File: src/rtl/clock_pkg.sv
// Shared types and limits for the time-of-day set logic.
package clock_pkg;

   // Field selector as seen on field_sel.
   typedef enum logic [1:0] {
      NONE = 2'b00,
      HOUR = 2'b01,
      MIN  = 2'b10,
      SEC  = 2'b11
   } field_e;

   // Editor FSM states; encoding matches the field each state edits.
   typedef enum logic [1:0] {
      IDLE      = 2'b00,
      EDIT_HOUR = 2'b01,
      EDIT_MIN  = 2'b10,
      EDIT_SEC  = 2'b11
   } state_e;

   localparam int HOUR_MAX = 23;
   localparam int MIN_MAX  = 59;
   localparam int SEC_MAX  = 59;

   // Next field in the HOUR -> MIN -> SEC -> HOUR rotation.
   function automatic state_e next_edit(input state_e s);
      case (s)
         EDIT_HOUR: return EDIT_MIN;
         EDIT_MIN:  return EDIT_SEC;
         default:   return EDIT_HOUR;
      endcase
   endfunction

endpackage

File: src/rtl/wrap_counter.sv
// Up/down modulo counter (0..MAX) with synchronous load.
// Load has priority over inc, inc over dec; the caller never asserts both.
module wrap_counter #(
   parameter int WIDTH = 6,
   parameter int MAX   = 59
) (
   input  logic             clk,
   input  logic             rst_n,
   input  logic             i_load,
   input  logic [WIDTH-1:0] i_load_val,
   input  logic             i_inc,
   input  logic             i_dec,
   output logic [WIDTH-1:0] o_count
);

   localparam logic [WIDTH-1:0] MAX_V = WIDTH'(MAX);

   logic [WIDTH-1:0] r_count;

   // Count register: load, or step one with wrap at 0 and MAX.
   // NOTE: sequential state uses <= so every register samples pre-edge values.
   always_ff @(posedge clk or negedge rst_n) begin
      if (!rst_n) begin
         r_count <= '0;
      end else if (i_load) begin
         r_count <= i_load_val;
      end else if (i_inc) begin
         r_count <= (r_count == MAX_V) ? '0 : r_count + 1'b1;
      end else if (i_dec) begin
         r_count <= (r_count == '0) ? MAX_V : r_count - 1'b1;
      end
   end

   assign o_count = r_count;

endmodule

File: src/rtl/time_set_unit.sv
// Time-setting editor: captures the running time on entry, lets the user
// step through hour/minute/second with inc/dec keys, and pulses time_load
// on exit when anything was changed.
module time_set_unit
   import clock_pkg::*;
(
   input  logic       clk,
   input  logic       rst_n,
   input  logic       set_time_en,
   input  logic       shift_key,
   input  logic       inc_key,
   input  logic       dec_key,
   input  logic       tick_2hz,
   input  logic [4:0] cur_hour,
   input  logic [5:0] cur_min,
   input  logic [5:0] cur_sec,
   output logic [4:0] set_hour,
   output logic [5:0] set_min,
   output logic [5:0] set_sec,
   output logic       time_load,
   output logic [1:0] field_sel,
   output logic       blink
);

   state_e r_state;
   field_e r_field;
   logic   r_blink;
   logic   r_time_load;
   logic   r_dirty;
   logic   r_en_d;
   // Low for the first clock after reset so an enable already high at
   // release is absorbed into r_en_d instead of reading as a rising edge.
   logic   r_arm;

   logic   w_edge;
   logic   w_entry;
   logic   w_active;
   logic   w_step;
   logic   w_inc;
   logic   w_dec;

   assign w_edge   = r_arm & set_time_en & ~r_en_d;
   assign w_entry  = (r_state == IDLE) & w_edge;
   assign w_active = (r_state != IDLE) & set_time_en;
   // inc and dec together cancel out.
   assign w_step   = w_active & (inc_key ^ dec_key);
   assign w_inc    = w_step & inc_key;
   assign w_dec    = w_step & dec_key;

   wrap_counter #(.WIDTH(5), .MAX(HOUR_MAX)) u_hour (
      .clk        (clk),
      .rst_n      (rst_n),
      .i_load     (w_entry),
      .i_load_val (cur_hour),
      .i_inc      (w_inc & (r_state == EDIT_HOUR)),
      .i_dec      (w_dec & (r_state == EDIT_HOUR)),
      .o_count    (set_hour)
   );

   wrap_counter #(.WIDTH(6), .MAX(MIN_MAX)) u_min (
      .clk        (clk),
      .rst_n      (rst_n),
      .i_load     (w_entry),
      .i_load_val (cur_min),
      .i_inc      (w_inc & (r_state == EDIT_MIN)),
      .i_dec      (w_dec & (r_state == EDIT_MIN)),
      .o_count    (set_min)
   );

   wrap_counter #(.WIDTH(6), .MAX(SEC_MAX)) u_sec (
      .clk        (clk),
      .rst_n      (rst_n),
      .i_load     (w_entry),
      .i_load_val (cur_sec),
      .i_inc      (w_inc & (r_state == EDIT_SEC)),
      .i_dec      (w_dec & (r_state == EDIT_SEC)),
      .o_count    (set_sec)
   );

   // Editor FSM with registered field, blink, dirty and load-pulse outputs.
   always_ff @(posedge clk or negedge rst_n) begin
      if (!rst_n) begin
         r_state     <= IDLE;
         r_field     <= NONE;
         r_blink     <= 1'b0;
         r_time_load <= 1'b0;
         r_dirty     <= 1'b0;
         r_en_d      <= 1'b0;
         r_arm       <= 1'b0;
      end else begin
         r_en_d      <= set_time_en;
         r_arm       <= 1'b1;
         r_time_load <= 1'b0;
         case (r_state)
            IDLE: begin
               if (w_edge) begin
                  r_state <= EDIT_HOUR;
                  r_field <= HOUR;
                  r_dirty <= 1'b0;
                  r_blink <= 1'b0;
               end
            end
            default: begin
               if (!set_time_en) begin
                  // Keys in this cycle are dropped; only the load decision counts.
                  r_state     <= IDLE;
                  r_field     <= NONE;
                  r_time_load <= r_dirty;
                  r_blink     <= 1'b0;
               end else begin
                  if (w_step) begin
                     r_dirty <= 1'b1;
                  end
                  if (shift_key) begin
                     r_state <= next_edit(r_state);
                     r_field <= field_e'(next_edit(r_state));
                  end
                  // Any applied key makes the field visible straight away.
                  if (w_step || shift_key) begin
                     r_blink <= 1'b0;
                  end else if (tick_2hz) begin
                     r_blink <= ~r_blink;
                  end
               end
            end
         endcase
      end
   end

   assign time_load = r_time_load;
   assign field_sel = r_field;
   assign blink     = r_blink;

endmodule

File: config.mk
export PLATFORM = sky130hd
export DESIGN_NAME = time_set_unit
export DESIGN_NICKNAME = d
export VERILOG_FILES = /design/src/rtl/clock_pkg.sv /design/src/rtl/wrap_counter.sv /design/src/rtl/time_set_unit.sv
export SDC_FILE = /design/constraint.sdc
export NUM_CORES = 1
export LEC_CHECK = 0
export ABC_AREA = 1
export BUFFER_PORTS_ARGS = -buffer_cell sky130_fd_sc_hd__buf_2
export CAP_MARGIN = 5
export CORE_ASPECT_RATIO = 1.2
export CORE_MARGIN = 5
export CORE_UTILIZATION = 45
export DETAILED_ROUTE_END_ITERATION = 10
export PLACE_DENSITY = 0.68
export SLEW_MARGIN = 20
export SYNTH_ARGS = -nofsm -noshare
export SYNTH_HDL_FRONTEND = slang
export SYNTH_SLANG_ARGS = --single-unit
File: constraint.sdc
create_clock -name clk -period 2.1 [get_ports clk]
set_clock_uncertainty 0.1 [all_clocks]
set_input_delay 0.105 -clock clk [delete_from_list [all_inputs] [get_ports clk]]
set_output_delay 0.105 -clock clk [all_outputs]
set_load 0.05 [all_outputs]
==> metrics.txt <==
Chip Height=around 85 um; clock sinks=24; Mapped Area=roughly 2100 um^2; H-tree level count=1; Critical Path Start Type=flip-flop; # rows=27; total grt overflow=0; IO buf count=44; Worst R2R Path Depth=10; Period minus WS final=1.903 ns; P_sw=approximately 2100 uW; Worst setup EP type=flip-flop; FF+latch count, synth=24; largest net degree at the start of global routing=29; share of cells above drive strength 1=18.68%; f_max=between 500 and 600 MHz; Worst EP required=~2.2 ns; Pwr Total=~3700 uW; DR vias=2145; core area=~4600 um^2; Leak=0.001406 uW; Max clock buf depth=2; Worst-Skew Late Latency=around 0.27 ns; TritonCTS Buffers=3; Clock power frac=a little under 9%; register area=just over 600 um^2; P per Cell Area=roughly 1500 nW/um^2; Max Slew Vio Count=0; CTS tree=yes; Setup Crit Path Kind=flip-flop to flip-flop; Die Width=slightly above 70 um; Netlist cell types=30; Int Power=approximately 1600 uW; filler cell count=465; drt pass-1 iters=4; dpl cells=roughly 420; initial antenna violation count=0; hold crit path type=primary input to flip-flop; max-cap violations=0; Worst Path Arrival=2.02 ns; Post-Syn Instances=320; Seq/Total Area, Yosys=between 20 and 30%; Avg Vias per Cell=between 5 and 6; Multi-input gate area=about 1300 um^2; Setup violations, final=0; first-pass GRT wire length=around 8600 um; Ant. Diodes=0; 1st-iter DRT viols=about 160; Total Die Area=roughly 6100 um^2; crit path max fanout=10; number of nets in the layout=about 400; Top-Level Pins=45; clk root buf=clkbuf_8; outcome=completed; Flop pwr share=26.1%; Starting Density=a little under half; # DRC=0; vias in the first global route=1970; hold depth=5; switching share of power=57.43%; GP Congestion=0.8521; Worst IR Drop VDD=about 0.74 mV; Antenna Nets Post-Route=0; area post-placement=between 2000 and 2500 um^2; non-filler cells, final=roughly 420; syn nets=approximately 360; final period utilization=roughly 91%; clock slew seen by the registers of the worst setup and hold paths=approximately 0.09 ns; relative slew slack=62.55%; combinational share of power=65.2%; Yosys warning total=0; HPWL after DPL=around 3900 um; WL/cell=approximately 12 um; worst slew pin tran=around 0.56 ns; Finished Cell Area=2461 um^2; drt total wl=5029 um; Final Hold Viols=0; Area growth syn-to-layout=17.85%; GRT Total Usage=16.72%; syn_area_per_cell=~6.5 um^2
[area by class of cell]
type | instances | area share (%)
Inverter | 36 | 5.491
Tap cell | 58 | 2.949
Sequential cell | 24 | 24.50
Timing Repair Buffer | 49 | 10.68
Clock buffer | 4 | 2.237
Multi-Input combinational cell | 251 | 54.14
[layer usage]
metal / GRT usage [%] / wire [um] / vias up / part of all wire (%)
li1: - / - / 1121 / -
met3: 1.796 / 303 / 5 / 6.0
met1: 22.07 / 2221 / 954 / 44
met5: 0 / 0 / - / 0
met4: 4.957 / 46 / 0 / 0.91
met2: 28.33 / 2456 / 65 / 49
[cell usage in the layout, fill, tap and decap left out, drive strengths merged, types with 2 or more instances in the layout]
cell | netlist | layout
inv | 35 | 35
nand3 | 43 | 43
o22ai | 2 | 2
a21oi | 7 | 7
buf | 7 | 47
nand4 | 14 | 14
dfrtp | 24 | 24
a31oi | 2 | 2
nor2 | 49 | 49
dlygate4sd3 | 0 | 2
clkbuf | 2 | 4
xor2 | 10 | 10
nand2 | 94 | 94
ha | 12 | 12
o21ai | 12 | 12
[through the flow]
stage	hold WS [ns]	setup TNS [ns]	worst slack [ns]	utilization (%)
after global routing	0.05527	-0.03125	-0.02450	53.96
final	0.05086	0	0.1973	53.96
after CTS	0.04775	0	0.07301	53.33
after floorplan	-0.2906	0	0.1168	-
after global placement	0.02920	0	0.09597	51.69
after detailed placement	0.03044	0	0.1030	51.69
[repair_timing]
item,in CTS,in global routing
hold endpoints to repair,26,0
hold buffers,2,0
gates resized for setup,0,4
setup buffers,0,0
endpoints found under the setup margin,0,10
[kinds of logic after synthesis]
| group | after synthesis | share of synthesized area [%] |
|---|---|---|
| AND/OR/NAND/NOR | 202 | 43.02 |
| buffers and inverters | 45 | 8.807 |
| AO/OA/AOI/OAI | 25 | 7.370 |
| flip-flops | 24 | 28.76 |
| adder cells (fa/ha/maj) | 12 | 7.190 |
| XOR/XNOR | 10 | 4.194 |
| other | 1 | 0.1796 |
| multiplexers | 1 | 0.4793 |
[critical path, stage by stage, from the launching register on]
cell	delay, ns
dfrtp_2	0.40
inv_1	0.08
ha_1	0.24
buf_4	0.16
nor2_8	0.18
inv_2	0.07
nor2_4	0.18
a31oi_4	0.18
nor2_1	0.13
nand2_1	0.06
nand2_1	0.05
[power by group through the flow]
stage	Combinational, uW	Sequential (uW)	Clock [uW]
2_1_floorplan	1380	1460	0
3_3_place_gp	2380	968	0
3_5_place_dp	2390	969	0
4_1_cts	2410	960	328
5_1_grt	2700	1000	348
6_report	2410	965	320
[cell usage after synthesis]
master / number / area share (%)
a31oi_1: 1 / 0.30
nor2_4: 1 / 0.54
mux2i_1: 1 / 0.48
o22ai_1: 2 / 0.60
buf_2: 6 / 1.4
o21ai_1: 2 / 0.48
nand4_1: 11 / 3.3
clkbuf_1: 2 / 0.36
a21oi_1: 6 / 1.4
a31oi_4: 1 / 1.0
nand2_2: 2 / 0.60
dfrtp_1: 24 / 29
inv_1: 31 / 5.6
nor2_1: 47 / 8.4
o21ai_0: 10 / 2.4
nand3_1: 43 / 10
inv_2: 4 / 0.72
nor3_1: 1 / 0.24
conb_1: 1 / 0.18
buf_6: 1 / 0.54
or2_2: 1 / 0.30
nor2_8: 1 / 0.96
ha_1: 12 / 7.2
o211ai_1: 1 / 0.36
a21oi_2: 1 / 0.42
xor2_1: 10 / 4.2
nand4_2: 3 / 1.8
clkinv_1: 1 / 0.18
nand2_1: 92 / 17
o21bai_1: 1 / 0.36
[final timing paths]
kind | slack (ns) | startpoint | endpoint
setup / recovery | 0.20 | field_sel[0]$_DFFE_PN0P_ | u_hour.o_count[1]$_DFFE_PN0P_
hold / removal | 0.05 | cur_hour[3] | u_hour.o_count[3]$_DFFE_PN0P_
setup reg to reg | 0.20 | field_sel[0]$_DFFE_PN0P_ | u_hour.o_count[1]$_DFFE_PN0P_
hold reg to reg | 0.44 | blink$_DFFE_PN0P_ | blink$_DFFE_PN0P_
max in group asynchronous | 1.24 | rst_n | field_sel[1]$_DFFE_PN0P_
min in group asynchronous | 0.25 | rst_n | u_sec.o_count[4]$_DFFE_PN0P_
[flip-flops by register name, summed over array words and instances, names as in the netlist]
name / flops
u_min.o_count: 6
u_hour.o_count: 5
r_en_d: 1
field_sel: 2
r_arm: 1
u_sec.o_count: 6
time_load: 1
blink: 1
r_dirty: 1
Note: power is estimated with default switching activity, not from simulation.
